--- config.mk ---
export PLATFORM = sky130hd
export DESIGN_NAME = gate_seq_gen
export DESIGN_NICKNAME = d
export VERILOG_FILES = /design/src/rtl/gate_seq_pkg.sv /design/src/rtl/gate_seq_cnt.sv /design/src/rtl/gate_seq_gen.sv
export SDC_FILE = /design/constraint.sdc
export NUM_CORES = 1
export LEC_CHECK = 0
export CORE_MARGIN = 2
export CORE_UTILIZATION = 23
export DETAILED_ROUTE_END_ITERATION = 6
export HOLD_SLACK_MARGIN = 0.05
export PLACE_DENSITY = 0.49
export SETUP_SLACK_MARGIN = 0.15
export SKIP_CTS_REPAIR_TIMING = 1
export SYNTH_ARGS = -nofsm -noshare
export SYNTH_HDL_FRONTEND = slang
export SYNTH_SLANG_ARGS = --single-unit
export TNS_END_PERCENT = 10
--- constraint.sdc ---
create_clock -name clk -period 2.85 [get_ports clk]
set_clock_uncertainty 0.1 [all_clocks]
set_input_delay 0.57 -clock clk [delete_from_list [all_inputs] [get_ports clk]]
set_output_delay 0.57 -clock clk [all_outputs]
set_load 0.02 [all_outputs]
--- src/rtl/gate_seq_pkg.sv ---
// Shared types and constants for the gate sequencer and its next-count slice.
package gate_seq_pkg;

  localparam int unsigned CW_DEF = 16;
  localparam int unsigned SW_DEF = 8;

  localparam int ST_IDLE = 0;
  localparam int ST_SYNC = 1;
  localparam int ST_GDEL = 2;
  localparam int ST_GATE = 3;
  localparam int ST_LEN  = 4;

  localparam logic [4:0] OH_IDLE = 5'(1 << ST_IDLE);
  localparam logic [4:0] OH_SYNC = 5'(1 << ST_SYNC);
  localparam logic [4:0] OH_GDEL = 5'(1 << ST_GDEL);
  localparam logic [4:0] OH_GATE = 5'(1 << ST_GATE);
  localparam logic [4:0] OH_LEN  = 5'(1 << ST_LEN);

  typedef enum logic [4:0] {
    StIdle = OH_IDLE,
    StSync = OH_SYNC,
    StGdel = OH_GDEL,
    StGate = OH_GATE,
    StLen  = OH_LEN
  } state_e;

  typedef logic [CW_DEF-1:0] cnt_t;

endpackage

--- src/rtl/gate_seq_cnt.sv ---
// Loadable down-counter that saturates at zero; clr beats load beats decrement.
module gate_seq_cnt #(
  parameter int unsigned W = 16
) (
  input  logic         clk,
  input  logic         rst_n,
  input  logic         ena,
  input  logic         load,
  input  logic         clr,
  input  logic [W-1:0] d,
  output logic [W-1:0] q,
  output logic         zero
);

  logic [W-1:0] q_q;

  always_ff @(posedge clk or negedge rst_n) begin
    if (!rst_n) begin
      q_q <= '0;
    end else if (clr) begin
      q_q <= '0;
    end else if (load) begin
      q_q <= d;
    end else if (ena && (q_q != '0)) begin
      q_q <= q_q - W'(1);
    end
  end

  assign q    = q_q;
  assign zero = (q_q == '0);

endmodule

--- src/rtl/gate_seq_gen.sv ---
// Sync / gate-delay / gate / length sequencer with registered outputs.
// GATE_SEQ_CONT_EN: restart straight into SYNC on LEN exit instead of idling.
module gate_seq_gen
  import gate_seq_pkg::*;
#(
  parameter int unsigned CW = CW_DEF,
  parameter int unsigned SW = SW_DEF
) (
  input  logic          clk,
  input  logic          rst_n,
  input  logic          ena,
  input  logic          abort,
  input  logic [SW-1:0] Tsync,
  input  logic [SW-1:0] Tgdel,
  input  logic [CW-1:0] Tgate,
  input  logic [CW-1:0] Tlen,
  output logic [4:0]    state,
  output logic [CW-1:0] cnt,
  output logic [CW-1:0] cnt_len,
  output logic          Sync,
  output logic          Gate,
  output logic          Done
);

  state_e state_q, state_d;
  logic   sync_q, sync_d, gate_q, gate_d, done_q, done_d;

  logic          cnt_dec, cnt_load, cnt_clr, cnt_zero;
  logic [CW-1:0] cnt_ld_val;
  logic          len_dec, len_load, len_clr, len_zero;

  always_comb begin
    state_d    = state_q;
    done_d     = 1'b0;
    cnt_dec    = 1'b0;
    cnt_load   = 1'b0;
    cnt_clr    = 1'b0;
    cnt_ld_val = '0;
    len_dec    = 1'b0;
    len_load   = 1'b0;
    len_clr    = 1'b0;
    if (abort) begin
      state_d = StIdle;
      cnt_clr = 1'b1;
      len_clr = 1'b1;
    end else if (ena) begin
      len_dec = ~state_q[ST_IDLE];
      unique case (state_q)
        StIdle: begin
          state_d    = StSync;
          cnt_load   = 1'b1;
          cnt_ld_val = CW'(Tsync);
          len_load   = 1'b1;
        end
        StSync: begin
          if (cnt_zero) begin
            state_d    = StGdel;
            cnt_load   = 1'b1;
            cnt_ld_val = CW'(Tgdel);
          end else begin
            cnt_dec = 1'b1;
          end
        end
        StGdel: begin
          if (cnt_zero) begin
            state_d    = StGate;
            cnt_load   = 1'b1;
            cnt_ld_val = Tgate;
          end else begin
            cnt_dec = 1'b1;
          end
        end
        StGate: begin
          if (cnt_zero) begin
            state_d = StLen;
          end else begin
            cnt_dec = 1'b1;
          end
        end
        StLen: begin
          if (len_zero) begin
            done_d = 1'b1;
`ifdef GATE_SEQ_CONT_EN
            state_d    = StSync;
            cnt_load   = 1'b1;
            cnt_ld_val = CW'(Tsync);
            len_load   = 1'b1;
`else
            state_d = StIdle;
`endif
          end
        end
        default: begin
          // Non-one-hot code: drop back to a clean IDLE.
          state_d = StIdle;
          cnt_clr = 1'b1;
          len_clr = 1'b1;
        end
      endcase
    end
  end

  assign sync_d = state_d[ST_SYNC];
  assign gate_d = state_d[ST_GATE];

  always_ff @(posedge clk or negedge rst_n) begin
    if (!rst_n) begin
      state_q <= StIdle;
      sync_q  <= 1'b0;
      gate_q  <= 1'b0;
      done_q  <= 1'b0;
    end else begin
      state_q <= state_d;
      sync_q  <= sync_d;
      gate_q  <= gate_d;
      done_q  <= done_d;
    end
  end

  gate_seq_cnt #(
    .W(CW)
  ) u_cnt (
    .clk  (clk),
    .rst_n(rst_n),
    .ena  (cnt_dec),
    .load (cnt_load),
    .clr  (cnt_clr),
    .d    (cnt_ld_val),
    .q    (cnt),
    .zero (cnt_zero)
  );

  gate_seq_cnt #(
    .W(CW)
  ) u_cnt_len (
    .clk  (clk),
    .rst_n(rst_n),
    .ena  (len_dec),
    .load (len_load),
    .clr  (len_clr),
    .d    (Tlen),
    .q    (cnt_len),
    .zero (len_zero)
  );

  assign state = state_q;
  assign Sync  = sync_q;
  assign Gate  = gate_q;
  assign Done  = done_q;

endmodule

# Yosys cells after proc, flatten, opt, wreduce, memory -nomap -nowiden
# Cells that the tools add are included.
[totals]
ff_bits = 40
latchBits = 0
ramBits = 0
romBits = 0
input_bits = 52
output_inout_bits = 40
word_cells = 70
mem_count = 0
[classes]
n_addsub = 2
mul = 0
n_div = 0
n_lt_le_gt_ge = 0
n_eq_ne = 9
shifts = 0
n_mux = 38
n_bitwise = 1
reduce_logical = 13
[ops]
columns = ["cell", "count"]
rows = [
  ["16-bit two-way mux", 9],
  ["16-bit one-hot mux with 3 select lines", 1],
  ["16-bit logical NOT", 2],
  ["16-bit nonzero test", 2],
  ["16-bit by 1-bit subtractor with 16-bit output (second input constant)", 2],
  ["5-bit two-way mux", 6],
  ["5-bit one-hot mux with 5 select lines", 1],
  ["1-bit two-way mux", 19],
  ["3-bit inequality test (second input constant)", 4],
  ["8-bit two-way mux", 1],
  ["3-bit nonzero test", 2],
  ["5-bit by 1-bit equality test with 1-bit output (second input constant)", 1],
  ["5-bit by 2-bit equality test with 1-bit output (second input constant)", 1],
  ["5-bit by 3-bit equality test with 1-bit output (second input constant)", 1],
  ["5-bit by 4-bit equality test with 1-bit output (second input constant)", 1],
  ["5-bit equality test (second input constant)", 1],
  ["5-bit AND reduction", 1],
  ["5-bit OR reduction", 1],
  ["3-bit OR reduction", 1],
  ["1-bit logical AND", 2],
  ["1-bit one-hot mux with 2 select lines", 1],
  ["2-bit nonzero test", 1],
  ["2-bit OR reduction", 1],
  ["1-bit NOT", 1],
]

# Depth between registers and ports, before layout
# Gate-level depths: netlist of the first run.
[logic_depth]
depth_word = 9
ltp_mapped = 8
ltp_nobuf = 7

# Hierarchy
# Synthesis of the first run repeated with hierarchy kept, for this count alone.
[unflattened]
hier_cells = 338
hier_area_um2 = 2811.4
[modules_own_cells]
columns = ["mod", "instances", "cells_per_inst", "area_each_um2", "seq_area_each_um2"]
rows = [
  ["gate_seq_cnt", 2, 124, 1072.3, 400.4],
  ["gate_seq_gen", 1, 90, 666.9, 151.4],
]

# Worst setup path after synthesis of the first run
# OpenSTA, ideal clock, no wires.
[synth_path]
kind = "register to register"
from = "register u_cnt.q_q[0], in the netlist u_cnt.q[0]"
to = "register u_cnt.q_q[4], in the netlist u_cnt.q[4]"
setup_ns = 0.143
t_arrival_ns = 2.056
required_time_ns = 2.607
setup_slack_ns = 0.551
stages_incl_launch_ff = 9
path_buffers = 1
synth_period_minus_slack_ns = 2.299
cell_sequence = "dfrtp_1 inv_1 ha_1 nor4b_1 and4_1 buf_2 or4b_1 a32oi_1 a22oi_1"
[synth_via]
elab_chain_cells = 7
word_cells_on_any_way = 21
classes_between = "1 x add/sub; 16 x mux; 4 x reduce/logical"
[synth_lines]
columns = ["item", "line_no", "source"]
rows = [
  ["from (decl)", "gate_seq_cnt.sv:15", "logic [W-1:0] q_q;"],
  ["from (signal assigned)", "gate_seq_cnt.sv:25", "q_q <= q_q - W'(1);"],
  ["parallel branches: the longest is 7 deep, another holds 16-bit by 1-bit subtractor with 16-bit output", "n/a", ""],
]
# Several ways; the timed one is not identified. The select of a mux whose other input is x is not followed.
# A chain may end at the register's enable or synchronous reset.

# Worst setup path in the final report of the first run
[layout_path]
from = "input ena"
to = "register u_cnt.q_q[8], in the netlist u_cnt.q[8]"
[layout_via]
elab_chain_cells = 4
word_cells_on_any_way = 12
classes_between = "10 x mux; 2 x reduce/logical"
[layout_lines]
columns = ["item", "line_no", "source"]
rows = [
  ["from (decl)", "gate_seq_gen.sv:11", "input logic ena,"],
  ["16-bit two-way mux or 1-bit two-way mux (tied branches)", "gate_seq_gen.sv:46", "end else if (ena) begin"],
  ["16-bit two-way mux or 1-bit two-way mux (tied branches)", "gate_seq_gen.sv:42", "if (abort) begin"],
  ["16-bit two-way mux or 1-bit logical AND (tied branches)", "gate_seq_cnt.sv:22, gate_seq_cnt.sv:24", ""],
  ["16-bit two-way mux or 3-bit nonzero test (tied branches)", "n/a", ""],
]
# Parallel ways exist; a longest one is shown, timed or not.

==> results.tsv, run 1 <==
metric	value	unit
Num CTS Buffers	5	
die area	13700	µm²
initial core utilization	0.234	
final hold violations	0	
via count of the first global-routing pass	3293	
complex-gate fraction of the synthesized area	0.276	
Placement Cell Area	4240	µm²
main combinational cell family by area after synthesis	simple AND/OR/NAND/NOR gates	
Slew Limit Fails	0	
Final min period	2700	ps
Simple-Gate Fraction of Synth Area	0.305	
status	complete, no violations	
root buffer cell	clkbuf_16	
WL/cell	18.0	µm
most common cell after layout, fill and taps aside	clkdlybuf4s50_1	
1st-iter DRT viols	208	
io pins	92	
# DRC	0	
DRT antenna net count	0	
Post-Syn Nets	393	
final std cells w/o fill	624	
Worst Max-Slew Pin Slew	943	ps
Routed WL	11200	µm
top_reg_cell synth	dfrtp_1	
final instance area	4390	µm²
Post-Syn Area per Cell	8.74	µm²
setup ws final	154	ps
Logic pwr share	0.421	
final worst-path cycle share	0.946	
switching fraction of total power	0.386	
Ys Warns	0	
largest net degree at the start of global routing	39	
Synth area leader	dfrtp_1	
via count	3384	
largest cells by area after synthesis	dfrtp_1 (31%), nand2_1 (3.3%), a21oi_1 (3.1%)	
initial antenna violation count	0	
Buffers on Ports	91	
CP Capture Type	flop	
Synth top area share	0.314	
total grt overflow	0	
critical path class	primary input to flop	
crit start category	primary input	
pre-CTS WS	-120	ps
Max Root-Sink Buffers	2	
Data arrival, critical path	2810	ps
Ant. Diodes	0	
sequential share of the synthesized area	0.323	
Max Fanout on Critical Path	7	
Int Pwr	1.35	mW
Static Leak	1.74	nW
WP data required	2960	ps
H-Tree Depth	2	
worst rel slew slack	0.371	
maximum vdd drop	0.000205	V
Post-synth ARST share	1.00	
most frequent cells in the layout	clkdlybuf4s50_1 (90), dfrtp_1 (37), buf_4 (34), nand2_1 (26), nor2_1 (21)	
Clk pwr share	0.266	
setup TNS	0	ps
Yosys cell types	65	
MaxCap Viol Count	0	
router iterations before antenna repair	6	
flops & latches, synth	38	
Post-Synth XOR/XNOR Area	0.0238	
CTS tree	yes	
adder-cell share of the synthesized area	0.0170	
Layout Area Growth over Synthesis	49.1	%
Vias/cell	5.42	
Power Dens Cells	501	nW/µm²
GRT Total Usage	0.168	
HP Class	primary input to asynchronous set/reset pin	
Placer Congestion	0.857	
Cells after Synth	337	
mux contribution to synthesized area	0.00680	
placed insts	616	
core area	12600	µm²
switching pwr	849	µW
worst skew pair latency	290	ps
row count	41	
NumNets Final	507	
endpoints failing setup	0	
Sink Count	38	
Die Width	117	µm
Synth Cell Area	2940	µm²
chip height	117	µm
register share of total power	0.313	
RSZ-0062 raised after global routing	true	
Clk pin slew, worst setup/hold paths	60	ps
first-pass GRT wire length	18000	µm
DPL Wire Length	8480	µm
Post-synth EDFFs	0	
share of cells above drive strength 1	0.137	
fmax	0.371	GHz
[per-layer routing]
layer | wire (µm) | track usage | up-vias
met4 | 163 | 0.0455 | 0
met2 | 5160 | 0.258 | 124
met3 | 618 | 0.0252 | 14
met5 | 0 | 0 | -
li1 | - | - | 1585
met1 | 5310 | 0.245 | 1661
[worst max-delay path, cell delays in order]
cell	delay, ps
clkdlybuf4s50_1	520
or4b_4	520
buf_4	170
nor3_2	160
nand3_1	240
or4_1	450
a31oi_1	180
[final timing paths]
check                          startpoint             end  slack, ps  depth (start not counted)
setup / recovery                      ena      u_cnt.q[8]        150                          7
hold / removal                      rst_n  u_cnt_len.q[9]        330                          1
setup reg to reg                 state[4]      u_cnt.q[8]        370                          6
hold reg to reg            u_cnt_len.q[0]  u_cnt_len.q[0]        490                          2
max in group asynchronous           rst_n     u_cnt.q[10]       1740                          1
min in group clk           u_cnt_len.q[0]  u_cnt_len.q[0]        490                          2
[cells in the mapped netlist, types with 3 or more instances]
| master | instances |
|---|---|
| nand3_1 | 12 |
| buf_2 | 8 |
| nand2b_1 | 3 |
| o211ai_1 | 4 |
| a21oi_1 | 18 |
| and3_1 | 7 |
| o21ai_0 | 10 |
| or3_1 | 5 |
| nor4_1 | 5 |
| a21o_1 | 4 |
| a22oi_1 | 7 |
| a311oi_1 | 3 |
| o31ai_1 | 4 |
| a31oi_1 | 10 |
| ha_1 | 4 |
| inv_1 | 10 |
| clkbuf_1 | 4 |
| a211oi_1 | 9 |
| nor3_2 | 4 |
| dfrtp_1 | 37 |
| xnor2_1 | 4 |
| o311ai_0 | 9 |
| and2_1 | 4 |
| a32oi_1 | 3 |
| o2111a_1 | 3 |
| nor3_1 | 13 |
| buf_4 | 6 |
| nor4b_1 | 5 |
| or2_2 | 3 |
| nand2_1 | 26 |
| nand4_1 | 14 |
| nor2_1 | 21 |
| or4_1 | 5 |
| and4_1 | 7 |
| xor2_1 | 4 |
[per-stage QoR]
step / hold slack [ps] / util / total power [mW]
finish: 326 / 0.349 / 2.20
global route: 405 / 0.349 / 2.34
CTS: 361 / 0.349 / 2.21
detailed placement: 465 / 0.337 / 1.61
global placement: 470 / 0.337 / 1.61
floorplan: 174 / - / 1.20
[kinds of logic (layout without fill, tap and decap cells)]
logic type	Yosys count	in the layout
simple gates	148	148
compound gates	108	108
flops	38	38
buf+inv	29	144
xor+xnor	8	8
fa+ha+maj	4	4
mux	2	2
[sequential cells by signal (all words and copies together) (netlist names)]
name	flops
Done	1
Gate	1
u_cnt.q	16
u_cnt_len.q	16
state	4
[cell type report]
type                            count  area (µm²)
Tap cell                          172         215
Inverter                           10        37.5
Fill cell                        1326        8180
Sequential cell                    38         952
Multi-Input combinational cell    270        1860
Timing Repair Buffer              126        1180
Clock buffer                        7         143
Clock inverter                      1        5.00
[power groups by stage]
stage | clock network, mW | registers (mW) | logic, mW
after floorplan | 0 | 0.726 | 0.470
after global placement | 0 | 0.696 | 0.915
after detailed placement | 0 | 0.697 | 0.918
after CTS | 0.595 | 0.687 | 0.923
after global routing | 0.621 | 0.698 | 1.02
final | 0.586 | 0.688 | 0.925
Power figures use the tool's default switching activity.
==> inputs of run 2 (changes only) <==
PLACE_DENSITY = 0.56   (was 0.49)
==> run 2 against run 1 <==
Sequential power shrank 0.9%. Fmax grew 2.6%. Largest power group unchanged. Via count shrank 0.33%. Critical path type unchanged.
==> results.tsv, run 2 (synthesized netlist as in run 1, its figures left out) <==
metric	value	unit	change
status	complete, no violations		
Total Power Consumption	2.19	mW	-0.57%
worst skew pair latency	290	ps	about the same
router iterations before antenna repair	5		-1
Die Width	117	µm	unchanged
WL/cell	17.8	µm	-1.1%
Sink Count	38		unchanged
Num CTS Buffers	5		unchanged
switching fraction of total power	0.385		-0.00167
DRT antenna net count	0		unchanged
maximum vdd drop	0.000237	V	+15%
critical path's slowest cell	or4b_4		
Buffers on Ports	91		unchanged
final hold violations	0		unchanged
endpoints failing setup	0		unchanged
Final min period	2630	ps	-68.9 ps
Worst Max-Slew Pin Slew	895	ps	-47.7 ps
Util after Layout	0.349		about the same
CP Cell Sequence	clkdlybuf4s50_1, or4b_4, buf_4, nor3_2, nand3_2, or4_1, a31oi_1		
core area	12600	µm²	unchanged
total grt overflow	0		unchanged
Layout Area Growth over Synthesis	49.0	%	about the same
cells on worst reg2reg path	6		unchanged
filler instances	1323		-0.23%
share of cells above drive strength 1	0.140		+0.00252
final worst-path cycle share	0.922		-0.0242
Clk pin slew, worst setup/hold paths	70	ps	about the same
via count	3373		-0.33%
io pins	92		unchanged
Power Dens Cells	498	nW/µm²	-0.49%
largest net degree at the start of global routing	39		unchanged
Int Pwr	1.35	mW	-0.30%
CP peak stage delay	600	ps	+80 ps
first-pass GRT wire length	17900	µm	-0.50%
Max Fanout on Critical Path	6		-1
Placement Cell Area	4230	µm²	-0.18%
critical path class	primary input to flop		
DPL Wire Length	8530	µm	+0.56%
H-Tree Depth	2		unchanged
NumNets Final	506		-0.20%
worst reg2reg path endpoint	u_cnt_len.q[4]		
Hold Slack	306	ps	-19.7 ps
root buffer cell	clkbuf_16		
chip height	117	µm	unchanged
placed insts	615		-0.16%
Max Root-Sink Buffers	2		unchanged
die area	13700	µm²	unchanged
1st-iter DRT viols	189		-9.1%
Routed WL	11100	µm	-1.2%
HP Class	primary input to asynchronous set/reset pin		
Multi-input gate area	1860	µm²	unchanged
register share of total power	0.312		about the same
setup ws final	223	ps	+68.9 ps
CTS tree	yes		
# DRC	0		unchanged
most frequent cells in the layout	clkdlybuf4s50_1 (90), dfrtp_1 (37), buf_4 (33), nand2_1 (26), nor2_1 (21)		
most common cell after layout, fill and taps aside	clkdlybuf4s50_1		
worst rel slew slack	0.403		+0.0318
fmax	0.381	GHz	+2.6%
initial core utilization	0.234		unchanged
Data arrival, critical path	2730	ps	-80 ps
initial antenna violation count	0		unchanged
crit start category	primary input		
FF/Latch Area	952	µm²	unchanged
Static Leak	1.73	nW	-0.69%
Logic pwr share	0.423		+0.002
RR Startpoint	state[2]		
CP top delay family	simple AND/OR/NAND/NOR gates		
Ant. Diodes	0		unchanged
Vias/cell	5.41		-0.17%
CP Capture Type	flop		
MaxCap Viol Count	0		unchanged
switching pwr	841	µW	-1.0%
final std cells w/o fill	623		-0.16%
setup TNS	0	ps	unchanged
Slew Limit Fails	0		unchanged
WP data required	2950	ps	about the same
WP buf/inv	2		unchanged
row count	41		unchanged
RSZ-0062 raised after global routing	true		
GRT Total Usage	0.167		-0.00106
Placer Congestion	0.901		+5.1%
via count of the first global-routing pass	3280		-0.39%
r2r setup slk	400	ps	+30 ps
pre-CTS WS	-106	ps	+14.0 ps
final instance area	4390	µm²	about the same
Clk pwr share	0.265		about the same
-- run 2: cell count changes in the layout (fill, tap and decap cells not counted), sizes merged --
cell / previous run / this run
clkbuf: 7 / 6
clkinvlp: 0 / 1
buf: 36 / 35
-- run 2: area by class of cell --
| class | instances | area share |
|---|---|---|
| inverter | 10 | 0.00856 |
| clock inverter | 2 | 0.00285 |
| timing repair buffer | 125 | 0.268 |
| sequential | 38 | 0.217 |
| tap | 172 | 0.0491 |
| multi-input combinational | 270 | 0.423 |
| clock buffer | 6 | 0.0317 |
-- run 2: power groups by stage --
stage / Sequential [mW] / Combinational (mW) / Clock (mW)
finish: 0.682 / 0.925 / 0.580
detailed placement: 0.689 / 0.914 / 0
CTS: 0.680 / 0.918 / 0.587
global placement: 0.689 / 0.904 / 0
global route: 0.692 / 1.01 / 0.613
floorplan: 0.726 / 0.470 / 0
-- run 2: how the worst max path moves through the flow --
| stage | to | start | cells past startpoint |
|---|---|---|---|
| floorplan | u_cnt.q[4] | u_cnt.q[0] | 8 |
| global placement | u_cnt.q[0] | abort | 8 |
| detailed placement | u_cnt.q[0] | abort | 8 |
| CTS | u_cnt.q[0] | abort | 8 |
| global route | u_cnt.q[8] | abort | 7 |
| finish | u_cnt.q[8] | abort | 7 |
-- run 2: layer usage --
| metal | wire length, µm | vias up | track usage |
|---|---|---|---|
| met1 | 5260 | 1660 | 0.248 |
| met3 | 711 | 10 | 0.0252 |
| li1 | - | 1571 | - |
| met2 | 4990 | 132 | 0.255 |
| met4 | 154 | 0 | 0.0376 |
| met5 | 0 | - | 0 |
==> inputs of run 3 (changes only) <==
GPL_ROUTABILITY_DRIVEN = 0   (was unset)
==> results of run 3 <==
Same layout as run 2: the final DEF is identical, and so are final timing and power.
